<file path="src/rtl/bias_pkg.sv">
// rtl/bias_pkg.sv - shared FSM encoding, default widths and clamp helper for bias update
package bias_pkg;

  localparam int DEF_DWIDTH = 16;
  localparam int DEF_FRAC   = 8;
  localparam int SAT_W      = 64;

  typedef enum logic [2:0] {
    ST_IDLE   = 3'd0,
    ST_REQ    = 3'd1,
    ST_RDWAIT = 3'd2,
    ST_CALC   = 3'd3,
    ST_WRITE  = 3'd4,
    ST_FIN    = 3'd5
  } bias_state_t;

  // Clamp a sign-extended value into the signed range of a w-bit word.
  function automatic logic signed [SAT_W-1:0] sat_clamp(
    input logic signed [SAT_W-1:0] v,
    input int unsigned             w
  );
    logic signed [SAT_W-1:0] hi;
    logic signed [SAT_W-1:0] lo;
    hi = (64'sd1 <<< (w - 1)) - 64'sd1;
    lo = -hi - 64'sd1;
    if (v > hi) return hi;
    if (v < lo) return lo;
    return v;
  endfunction

endpackage

</file>
<file path="src/rtl/bias_mac_sat.sv">
// rtl/bias_mac_sat.sv - combinational lr*delta scaling and bias add; BIAS_SAT_EN clamps instead of wrapping
module bias_mac_sat
  import bias_pkg::*;
#(
  parameter int DWIDTH = DEF_DWIDTH,
  parameter int FRAC   = DEF_FRAC
) (
  input  logic signed [DWIDTH-1:0] i_lr,
  input  logic signed [DWIDTH-1:0] i_delta,
  input  logic signed [DWIDTH-1:0] i_old,
  input  logic signed [DWIDTH-1:0] i_p,
  output logic signed [DWIDTH-1:0] o_p,
  output logic signed [DWIDTH-1:0] o_new
);

  logic signed [2*DWIDTH-1:0] w_prod;
  logic signed [2*DWIDTH-1:0] w_shift;
  logic signed [DWIDTH:0]     w_sum;

  assign w_prod  = (2*DWIDTH)'(i_lr) * (2*DWIDTH)'(i_delta);
  // Arithmetic shift of the full product floors toward negative infinity.
  assign w_shift = w_prod >>> FRAC;
  assign w_sum   = (DWIDTH+1)'(i_old) + (DWIDTH+1)'(i_p);

`ifdef BIAS_SAT_EN
  assign o_p   = DWIDTH'(sat_clamp(SAT_W'(w_shift), DWIDTH));
  assign o_new = DWIDTH'(sat_clamp(SAT_W'(w_sum), DWIDTH));
`else
  assign o_p   = DWIDTH'(w_shift);
  assign o_new = DWIDTH'(w_sum);
`endif

endmodule

</file>
<file path="src/rtl/bias_update_engine.sv">
// rtl/bias_update_engine.sv - sequential read-modify-write of NEURONS bias words (arith via bias_mac_sat, BIAS_SAT_EN)
module bias_update_engine
  import bias_pkg::*;
#(
  parameter int DWIDTH    = DEF_DWIDTH,
  parameter int FRAC      = DEF_FRAC,
  parameter int AWIDTH    = 10,
  parameter int NEURONS   = 16,
  parameter int BASE_ADDR = 0
) (
  input  logic              clk,
  input  logic              rst_n,
  input  logic              start,
  input  logic [DWIDTH-1:0] lr,
  input  logic [DWIDTH-1:0] delta,
  input  logic              delta_valid,
  output logic              delta_ready,
  output logic              bram_en,
  output logic              bram_we,
  output logic [AWIDTH-1:0] bram_addr,
  input  logic [DWIDTH-1:0] bram_rdata,
  output logic [DWIDTH-1:0] bram_wdata,
  output logic              busy,
  output logic              done
);

  bias_state_t               r_state;
  logic [AWIDTH-1:0]         r_idx;
  logic signed [DWIDTH-1:0]  r_lr_q;
  logic signed [DWIDTH-1:0]  r_delta_q;
  logic signed [DWIDTH-1:0]  r_p;
  logic                      r_delta_ready;
  logic                      r_bram_en;
  logic                      r_bram_we;
  logic [AWIDTH-1:0]         r_bram_addr;
  logic [DWIDTH-1:0]         r_bram_wdata;
  logic                      r_busy;
  logic                      r_done;

  logic [AWIDTH-1:0]         w_addr;
  logic                      w_last;
  logic signed [DWIDTH-1:0]  w_p;
  logic signed [DWIDTH-1:0]  w_new;

  // Address wraps modulo 2^AWIDTH by construction of the adder width.
  assign w_addr = r_idx + AWIDTH'(BASE_ADDR);
  assign w_last = (r_idx == AWIDTH'(NEURONS - 1));

  bias_mac_sat #(
    .DWIDTH (DWIDTH),
    .FRAC   (FRAC)
  ) u_mac (
    .i_lr    (r_lr_q),
    .i_delta (r_delta_q),
    .i_old   (bram_rdata),
    .i_p     (r_p),
    .o_p     (w_p),
    .o_new   (w_new)
  );

  always_ff @(posedge clk or negedge rst_n) begin
    if (!rst_n) begin
      r_state       <= ST_IDLE;
      r_idx         <= '0;
      r_lr_q        <= '0;
      r_delta_q     <= '0;
      r_p           <= '0;
      r_delta_ready <= 1'b0;
      r_bram_en     <= 1'b0;
      r_bram_we     <= 1'b0;
      r_bram_addr   <= '0;
      r_bram_wdata  <= '0;
      r_busy        <= 1'b0;
      r_done        <= 1'b0;
    end else begin
      r_bram_en <= 1'b0;
      r_bram_we <= 1'b0;
      r_done    <= 1'b0;
      case (r_state)
        ST_IDLE: begin
          if (start) begin
            r_lr_q        <= lr;
            r_idx         <= '0;
            r_busy        <= 1'b1;
            r_delta_ready <= 1'b1;
            r_state       <= ST_REQ;
          end
        end
        ST_REQ: begin
          if (delta_valid) begin
            r_delta_q     <= delta;
            r_bram_en     <= 1'b1;
            r_bram_addr   <= w_addr;
            r_delta_ready <= 1'b0;
            r_state       <= ST_RDWAIT;
          end
        end
        ST_RDWAIT: begin
          r_p     <= w_p;
          r_state <= ST_CALC;
        end
        ST_CALC: begin
          // Read data returned by the BRAM is valid in this cycle.
          r_bram_wdata <= w_new;
          r_state      <= ST_WRITE;
        end
        ST_WRITE: begin
          r_bram_en   <= 1'b1;
          r_bram_we   <= 1'b1;
          r_bram_addr <= w_addr;
          if (w_last) begin
            r_state <= ST_FIN;
          end else begin
            r_idx         <= r_idx + 1'b1;
            r_delta_ready <= 1'b1;
            r_state       <= ST_REQ;
          end
        end
        ST_FIN: begin
          r_done  <= 1'b1;
          r_busy  <= 1'b0;
          r_state <= ST_IDLE;
        end
        default: begin
          r_state <= ST_IDLE;
        end
      endcase
    end
  end

  assign delta_ready = r_delta_ready;
  assign bram_en     = r_bram_en;
  assign bram_we     = r_bram_we;
  assign bram_addr   = r_bram_addr;
  assign bram_wdata  = r_bram_wdata;
  assign busy        = r_busy;
  assign done        = r_done;

endmodule

</file>
<file path="config.mk">
export PLATFORM = sky130hd
export DESIGN_NAME = bias_update_engine
export DESIGN_NICKNAME = d
export VERILOG_FILES = /design/src/rtl/bias_pkg.sv /design/src/rtl/bias_mac_sat.sv /design/src/rtl/bias_update_engine.sv
export SDC_FILE = /design/constraint.sdc
export NUM_CORES = 1
export LEC_CHECK = 0
export CORE_MARGIN = 10
export CORE_UTILIZATION = 65
export DETAILED_ROUTE_END_ITERATION = 10
export GPL_ROUTABILITY_DRIVEN = 1
export PLACE_DENSITY = 0.95
export SYNTH_ARGS = -nofsm -noshare
export SYNTH_HDL_FRONTEND = slang
export SYNTH_SLANG_ARGS = --single-unit
</file>
<file path="constraint.sdc">
create_clock -name clk -period 12.1 [get_ports clk]
set_input_delay 2.42 -clock clk [delete_from_list [all_inputs] [get_ports clk]]
set_output_delay 2.42 -clock clk [all_outputs]
set_load 0.005 [all_outputs]
</file>
Word-level counts from Yosys, hierarchy flattened
Cells that the tools add are included.
Word-level totals
  register bits: 92
  latch bits: 0
  bits in writable memories: 0
  memory bits (read-only): 0
  input bits: 52
  output and inout port bits: 31
  memories: 0
Cells by class
  add/sub/neg operators: 2
  multipliers: 1
  div/mod/pow operators: 0
  magnitude comparators: 0
  equality and inequality tests: 9
  shift-type cells: 0
  mux-type cells: 18
  bitwise logic cells: 0
  reduce and logical (&&, ||, !) cells: 12
Operators by type and width (number)
  one-hot mux 10 bit (2 select lines): 2
  two-way mux 10 bit: 3
  multiplier 16 x 16 -> 24 bit: 1
  adder 16 bit: 1
  one-hot mux 3 bit (5 select lines): 1
  adder 10 x 1 -> 10 bit (second input constant): 1
  equality test 10 x 4 -> 1 bit (second input constant): 1
  AND reduction 2 bit: 5
  two-way mux 3 bit: 3
  equality test 3 x 2 -> 1 bit (second input constant): 2
  equality test 3 bit (second input constant): 2
  two-way mux 1 bit: 6
  != test 2 bit (second input constant): 3
  nonzero test 2 bit: 3
  one-hot mux 1 bit (2 select lines): 2
  AND reduction 4 bit: 1
  equality test 3 x 1 -> 1 bit (second input constant): 1
  logical NOT 3 bit: 1
  one-hot mux 1 bit (3 select lines): 1
  AND reduction 3 bit: 1
  nonzero test 3 bit: 1

Longest topological paths before layout
Gate-level depths: netlist (run 1).
  word-level depth: 3
  gate-level depth with buffers: 22

Modules after synthesis
Synthesis (run 1) repeated with hierarchy kept, for this count alone.
Second synthesis, totals
  cell total of the unflattened synthesis: 1196
  area total of the unflattened synthesis: 11796.3 µm²
By module, submodules not included
  bias_mac_sat: instances 1, cells each 942, area each 8072.7 µm², sequential area each 0.0 µm²
  bias_update_engine: instances 1, cells each 254, area each 3723.6 µm², sequential area each 2302.2 µm²

Least setup slack after synthesis (run 1)
OpenSTA, ideal clock, no wires.
  path type: reg-to-reg
  from: register r_delta_q[7]
  to: register r_p[15]
  library setup time: 82 ps
  data arrival time: 5951 ps
  required time: 12018 ps
  path slack: 6067 ps
  stages on the path, launching flop included: 23
  path buffers: 2
  period minus slack after synthesis: 6033 ps
  cell sequence: dfrtp_1 > clkbuf_1 > clkbuf_1 > nand2_1 > fa_1 > inv_1 > fa_1 > inv_1 > fa_1 > inv_1 > fa_1 > fa_1 > inv_1 > fa_1 > inv_1 > ha_1 > a21o_1 > a21o_1 > a221o_1 > o2111ai_2 > a311oi_1 > or3_1 > a31oi_1
Between the ends
  longest elaborated chain between the ends: 1
Ends and longest elaborated chain
  start: declaration: RTL line bias_update_engine.sv:30  | logic signed [DWIDTH-1:0] r_delta_q;
  start signal: assignment: RTL line bias_update_engine.sv:91  | r_delta_q <= delta;
  multiplier 16 x 16 -> 24 bit: RTL line bias_mac_sat.sv:20  | assign w_prod = (2*DWIDTH)'(i_lr) * (2*DWIDTH)'(i_delta);
  end signal: assignment: RTL line bias_update_engine.sv:99  | r_p <= w_p;
  end: declaration: RTL line bias_update_engine.sv:31  | logic signed [DWIDTH-1:0] r_p;
Every way passes these cells.
A chain may end at the register's enable or synchronous reset.

Worst setup path in the final report (run 1)
  from: register r_lr_q[5]
  to: register r_p[15]
Between the ends
  longest elaborated chain between the ends: 1
Ends and longest elaborated chain
  start: declaration: RTL line bias_update_engine.sv:29  | logic signed [DWIDTH-1:0] r_lr_q;
  start signal: assignment: RTL line bias_update_engine.sv:82  | r_lr_q <= lr;
  multiplier 16 x 16 -> 24 bit: RTL line bias_mac_sat.sv:20
Every way passes these cells.

==> metrics.md, run 1 <==
| Metric | Value |
|---|---|
| Status | finished clean |
| Seq. cell area | 0.00230 mm² |
| Core area | 0.0174 mm² |
| Achievable clock frequency | 158 MHz |
| TritonRoute pass-1 iters | 6 |
| Max Cap Viol | 0 |
| Number of vias per cell | 5.72 |
| Required time of the critical path | 12.38 ns |
| Most common cell after layout, fill and taps aside | inv_1 |
| TritonCTS clock tree | built |
| Synth area leader | fa_1 |
| TNS Setup | 0 ns |
| Fin. max-slew vios | 0 |
| Min cycle time layout | 6.32 ns |
| Global-route usage over all layers | between 20% and 30% |
| Relative slew slack | between 30% and 40% |
| Critical path's top delay family | adder cells |
| Multi-input gate area | 0.00814 mm² |
| Sequential-to-total area share from yosys stat | between 10% and 20% |
| DRC | 0 |
| Starting density of the core | 66.6% |
| Global route hottest layer | met2 |
| Least-Margin Pin Slew | 0.924 ns |
| Fin crit share | 52.3% |
| Top cells by area, synth | fa_1 (32%), dfrtp_1 (20%), ha_1 (9.3%) |
| DR WL/cell | 18.4 µm |
| Fillcell total | 1166 |
| Largest net degree at the start of global routing | 69 |
| Clock slew at reported path FFs | roughly 0.070 ns |
| Final setup viols | 0 |
| Clock sink total | slightly above 90 |
| Critical-path top delay cell | dfrtp_1 |
| Root buffer cell | clkbuf_16 |
| # hold bufs at CTS | 0 |
| ANT nets after route | 0 |
| Kind of critical path | flop to flop |
| Synth top area share | 32.4% |
| Mapped Area | 0.0116 mm² |
| Gate Count Post-Synth | 1202 |
| Drt initial violations | roughly 740 |
| Ys Warns | 0 |
| # rows | 48 |
| Post-CTS Setup Inserts | 0 |
| Most used cell, CP | fa_1 |
| Top_reg_cell synth | dfrtp_1 |
| RSZ-0062 raised after global routing | no |
| Most frequent cells in the layout | inv_1 (251), fa_1 (187), nand2_1 (149), and2_1 (117), dfrtp_1 (92) |
| Die height | 153 µm |
| Met1 Use GR | 28.2% |
| CP startpoint kind | flop |
| ANT cells | 0 |
| Cts bufs inserted | 9 |
| Global-route wire length before repair | 45.9 mm |
| Buf/Inv on CP | 5 |
| Layout area overhead | 10.9% |
| Met3 usage | 5.42% |
| Clk Latency, worst-skew pair | 0.36 ns |
| Die X | about 150 µm |
| Hold WC Path Type | flop to flop |
| Mean Syn Cell Area | slightly below 10 µm² |
| Final core occ | 73.8% |
| Hpwl dp | 21.7 mm |
| Final Net Count | 1579 |
| #FFs+latches synth | 92 |
| Grt ovf | 0 |
| CP max FO | 17 |
| Critical path's largest stage delay | 0.72 ns |
| Post-CTS resize count | 0 |
| Vias in the first global route | 9401 |
| GP Congestion | 0.933 |
| Post-synth net total | 1527 |
| Final hold vios | 0 |
| Layout cells sized above 1 | a little under 6% |
| Unique masters post-synth | 48 |
| Clock Path Buffers | 2 |
| I/O pins | 83 |
| Final worst clock skew | 0.00909 ns |
| Port bufs | between 80 and 90 |
| H-tree depth | 3 |
| Number of flops mapped to enable cells by yosys | 0 |
| CP Capture Type | flop |
| Async SR Flop Fraction | 100% |
| Vias | about 8500 |
| Final wirelength | 27.4 mm |
| GR met2 Demand/Resource | approximately 42% |
| Initial antenna violation count | 0 |
| Crit-path cells | nand2_1 > fa_1 > inv_1 > fa_1 > inv_1 > fa_1 > inv_1 > fa_1 > fa_1 > inv_1 > fa_1 > inv_1 > ha_1 > a21o_1 > a21o_1 > a221o_1 > o2111ai_2 > a311oi_1 > or3_1 > a31oi_1 |
| DIE AREA | about 0.024 mm² |
| CP arrival | 6.60 ns |
worst reg2reg max path, delay by kind of cell (launching register included):
kind / cells / cell delay, ns
flip-flops: 1 / 0.72
AO/OA/AOI/OAI: 6 / 1.34
AND/OR/NAND/NOR: 2 / 0.57
adder cells (fa/ha/maj): 7 / 3.34
buffers and inverters: 5 / 0.28
state kept, by name (all words and copies together) (netlist names), 3 cells and up:
register,flops
bram_addr,10
bram_wdata,16
r_delta_q,16
r_idx,10
r_lr_q,16
r_p,16
r_state,3
cell type report:
class                           count  area share, %
Multi-Input combinational cell    813           63.5
Sequential cell                    92           18.0
Inverter                          252           7.38
Timing Repair Buffer               86           6.62
Tap cell                          225           2.20
Clock buffer                       10           1.86
Clock inverter                      6          0.449
synth_stat cells (8+ instances only):
master / n
a21o_1: 8
a21oi_1: 15
a31oi_1: 8
and2_1: 117
clkbuf_1: 44
dfrtp_1: 92
fa_1: 187
ha_1: 86
inv_1: 251
mux2_2: 43
nand2_1: 149
nand2b_1: 8
nor2_1: 29
o21ai_0: 44
xnor2_1: 28
xor2_1: 26
cell families (layout without fill, tap and decap cells):
group / count (synthesis) / count (layout) / share of synthesized area, %
DFF: 92 / 92 / 19.9
buffers and inverters: 297 / 354 / 9.65
xor gates and xnor gates: 54 / 54 / 4.09
muxes: 43 / 43 / 4.19
and+or+nand+nor: 346 / 346 / 15.0
AOI/OAI and AO/OA: 97 / 97 / 5.41
adders and majority gates: 273 / 273 / 41.7
stage by stage:
step | cells | setup WS, ns | area [µm²] | hold WS, ns
final | 1484 | 5.78 | 12800 | 0.479
after global routing | 1484 | 5.55 | 12800 | 0.518
after CTS | 1484 | 5.85 | 12800 | 0.486
after detailed placement | 1468 | 5.89 | 12500 | 0.470
after global placement | 1468 | 6.05 | 12500 | 0.459
after floorplan | 1202 | 6.07 | 11600 | 0.453
metal layers:
layer  vias to the layer above  wire, µm
met5                         -         0
met4                         0       959
met3                       105      2420
met2                       439     13700
met1                      4196     10300
li1                       3755         -
final timing paths:
kind                                   to  cells past startpoint            from  slack (ns)
max                               r_p[15]                     20       r_lr_q[5]        5.78
min                        bram_wdata[10]                      2  bram_wdata[10]        0.48
max reg2reg                       r_p[15]                     20       r_lr_q[5]        5.78
min reg2reg                bram_wdata[10]                      2  bram_wdata[10]        0.48
max in group asynchronous  bram_wdata[13]                      2           rst_n        9.01
min in group asynchronous    r_delta_q[8]                      1           rst_n        1.95
Power of run 1 is not shown: default switching activity piles up to over one toggle a cycle in this logic, so the estimate is an artifact.
==> run 2: changes to the inputs <==
--- a/config.mk
+++ b/config.mk
@@ -6,10 +6,10 @@
 export NUM_CORES = 1
 export LEC_CHECK = 0
 export CORE_MARGIN = 10
-export CORE_UTILIZATION = 65
+export CORE_UTILIZATION = 56
 export DETAILED_ROUTE_END_ITERATION = 10
 export GPL_ROUTABILITY_DRIVEN = 1
-export PLACE_DENSITY = 0.95
+export PLACE_DENSITY = 0.9
 export SYNTH_ARGS = -nofsm -noshare
 export SYNTH_HDL_FRONTEND = slang
 export SYNTH_SLANG_ARGS = --single-unit
==> constraint.sdc (replaced) <==
create_clock -name clk -period 5.32 [get_ports clk]
set_input_delay 1.064 -clock clk [delete_from_list [all_inputs] [get_ports clk]]
set_output_delay 1.064 -clock clk [all_outputs]
set_load 0.005 [all_outputs]
==> run 2 against run 1 <==
  * The flow now finishes with violations (setup timing)
  * First-iteration DRC count shrank 5.3%
  * Die area up 14%
  * Non-clock buffer count increased by 123
  * Setup slack got worse by 6.3 ns
  * Final cell count increased by 11%
  * Register-to-register slack got worse by 6.3 ns
  * Cell area grew 11%
  * Core utilization decreased by 3.8 points
==> metrics.md, run 2 (same netlist as run 1, synthesis figures left out) <==
| Metric | Value |
|---|---|
| Port bufs | 82 (unchanged) |
| Relative slew slack | 37.2% (-1.0 points) |
| DRC | 0 (unchanged) |
| Clock sink total | 92 (unchanged) |
| Most frequent cells in the layout | inv_1 (236), fa_1 (178), nand2_1 (142), buf_4 (111), and2_1 (108) |
| Final Net Count | 1702 (+7.8%) |
| ANT cells | 0 (unchanged) |
| Number of vias per cell | 5.55 (-3.0%) |
| Hold WC Path Type | flop to flop |
| Fillcell total | 1372 (+18%) |
| Die X | 164 µm (+6.7%) |
| DIE AREA | 0.0268 mm² (+14%) |
| H-tree depth | 3 (unchanged) |
| Status | finished with violations |
| Fin crit share | 109% (+57 points) |
| I/O pins | 83 (unchanged) |
| CP startpoint kind | flop |
| Core area | 0.0203 mm² (+17%) |
| Initial antenna violation count | 0 (unchanged) |
| Hpwl dp | 22.8 mm (+5.3%) |
| CP Capture Type | flop |
| Final worst clock skew | 0.0142 ns (+0.00515 ns) |
| Clock Path Buffers | 2 (unchanged) |
| TNS Setup | -3.94 ns (-3.94 ns) |
| Vias in the first global route | 9807 (+4.3%) |
| CP arrival | 6.02 ns (-0.58 ns) |
| Least-Margin Pin Slew | 0.939 ns (+0.0149 ns) |
| Crit-path cells | buf_4 > buf_4 > nand2_1 > fa_1 > inv_1 > fa_1 > inv_1 > fa_1 > inv_1 > fa_1 > fa_1 > inv_1 > fa_1 > inv_2 > ha_4 > a21o_1 > a21o_1 > a221o_1 > o2111ai_2 > buf_4 > a31oi_4 > a211oi_2 > o31ai_2 |
| Dpl ws | -0.430 ns (-6.32 ns) |
| Final wirelength | 31.4 mm (+15%) |
| Hold Crit Depth | 2 (unchanged) |
| Global-route usage over all layers | 22.7% (-1.2 points) |
| ANT nets after route | 0 (unchanged) |
| Drt initial violations | 699 (-5.3%) |
| Final hold vios | 0 (unchanged) |
| # rows | 52 (+8.3%) |
| Achievable clock frequency | 173 MHz (+9.1%) |
| Setup ws final | -0.476 ns (-6.25 ns) |
| Root buffer cell | clkbuf_16 |
| TritonCTS clock tree | built |
| DR WL/cell | 19.0 µm (+3.2%) |
| Critical path's largest stage delay | 0.50 ns (-0.22 ns) |
| Clk Latency, worst-skew pair | 0.37 ns (about the same) |
| Critical-path top delay cell | fa_1 |
| Grt ovf | 0 (unchanged) |
| Final setup viols | 12 (+12) |
| TritonRoute pass-1 iters | 6 (unchanged) |
| GP Congestion | 0.954 (+2.3%) |
| RSZ-0062 raised after global routing | yes |
| Violated checks | setup timing |
| Die height | 164 µm (+6.7%) |
| Vias | 9168 (+7.9%) |
| CP max FO | 6 (-11) |
| Layout cells sized above 1 | 20.3% (+15 points) |
| Fin. max-slew vios | 0 (unchanged) |
| Required time of the critical path | 5.55 ns (-6.83 ns) |
| Most common cell after layout, fill and taps aside | inv_1 |
| Cts bufs inserted | 9 (unchanged) |
| Kind of critical path | flop to flop |
| Most used cell, CP | fa_1 |
| # hold bufs at CTS | 0 (unchanged) |
| Max Cap Viol | 0 (unchanged) |
| Final core occ | 70.1% (-3.8 points) |
| Largest net degree at the start of global routing | 60 (-13%) |
| Min cycle time layout | 5.80 ns (-0.527 ns) |
| Hold_ws | 0.479 ns (+0.000437 ns) |
| Layout area overhead | 23.0% |
| Global-route wire length before repair | 48.5 mm (+5.7%) |
| Worst reg2reg path depth | 23 (+15%) |
| Clock slew at reported path FFs | 0.07 ns (about the same) |
| Starting density of the core | 56.9% (-9.7 points) |
## run 2: cell types whose count changed in the layout (fill, tap and decap cells not counted), sizes merged
cell,previous run,this run
buf,5,128
bufinv,0,1
inv,253,254
clkinv,4,1
## run 2: area by class of cell
cell class | count | area, µm² | share of cell area, %
multi-input cells | 813 | 8460 | 59.5
inverters | 252 | 946 | 6.65
repair buffers | 209 | 1850 | 13.0
clock buffers | 10 | 239 | 1.68
well taps | 270 | 338 | 2.38
clock inverters | 5 | 66.3 | 0.466
flip-flops and latches | 92 | 2320 | 16.3
## run 2: per-layer routing
metal | global-route usage (%) | part of all wire (%)
met5 | 0 | 0
met4 | 8.77 | 4.7
met3 | 3.85 | 8.3
met2 | 39.4 | 49
met1 | 27.5 | 38
## run 2: timing repair
action / 4_1_cts / 5_1_grt
pin swaps: 17 / 22
buffers inserted: 17 / 13
gates resized for setup: 44 / 66
endpoints found under the setup margin: 11 / 12
## run 2: critical path, delay by kind of cell, from the launching register on
kind	cells	cell delay [ns]
simple gates	1	0.07
compound gates	7	1.38
fa+ha+maj	7	2.95
flops	1	0.46
buf+inv	8	0.81
## run 2: final timing paths
path / start / to / slack, ns
max reg2reg: r_lr_q[6] / r_p[14] / -0.48
min: bram_wdata[5] / bram_wdata[5] / 0.48
min in group asynchronous: rst_n / r_delta_q[1] / 0.65
max: r_lr_q[6] / r_p[14] / -0.48
max in group asynchronous: rst_n / r_p[8] / 3.56
min reg2reg: bram_wdata[5] / bram_wdata[5] / 0.48
## run 2: per-stage QoR
step	std cells	cell area, µm²
detailed placement	1607	13300
finish	1651	14200
global route	1651	14200
CTS	1639	13900
floorplan	1202	11700
global placement	1607	13300
Power of run 2 is left out for the same reason.
==> run 3: changes to the inputs <==
--- a/config.mk
+++ b/config.mk
@@ -5,8 +5,10 @@
 export SDC_FILE = /design/constraint.sdc
 export NUM_CORES = 1
 export LEC_CHECK = 0
+export ABC_CLOCK_PERIOD_IN_PS = 5320
 export CORE_MARGIN = 10
 export CORE_UTILIZATION = 56
+export CTS_CLUSTER_SIZE = 25
 export DETAILED_ROUTE_END_ITERATION = 10
 export GPL_ROUTABILITY_DRIVEN = 1
 export PLACE_DENSITY = 0.9
==> results of run 3 <==
Same layout as run 2: the final DEF is identical, and so are final timing and power.
Power of run 3 is left out for the same reason.
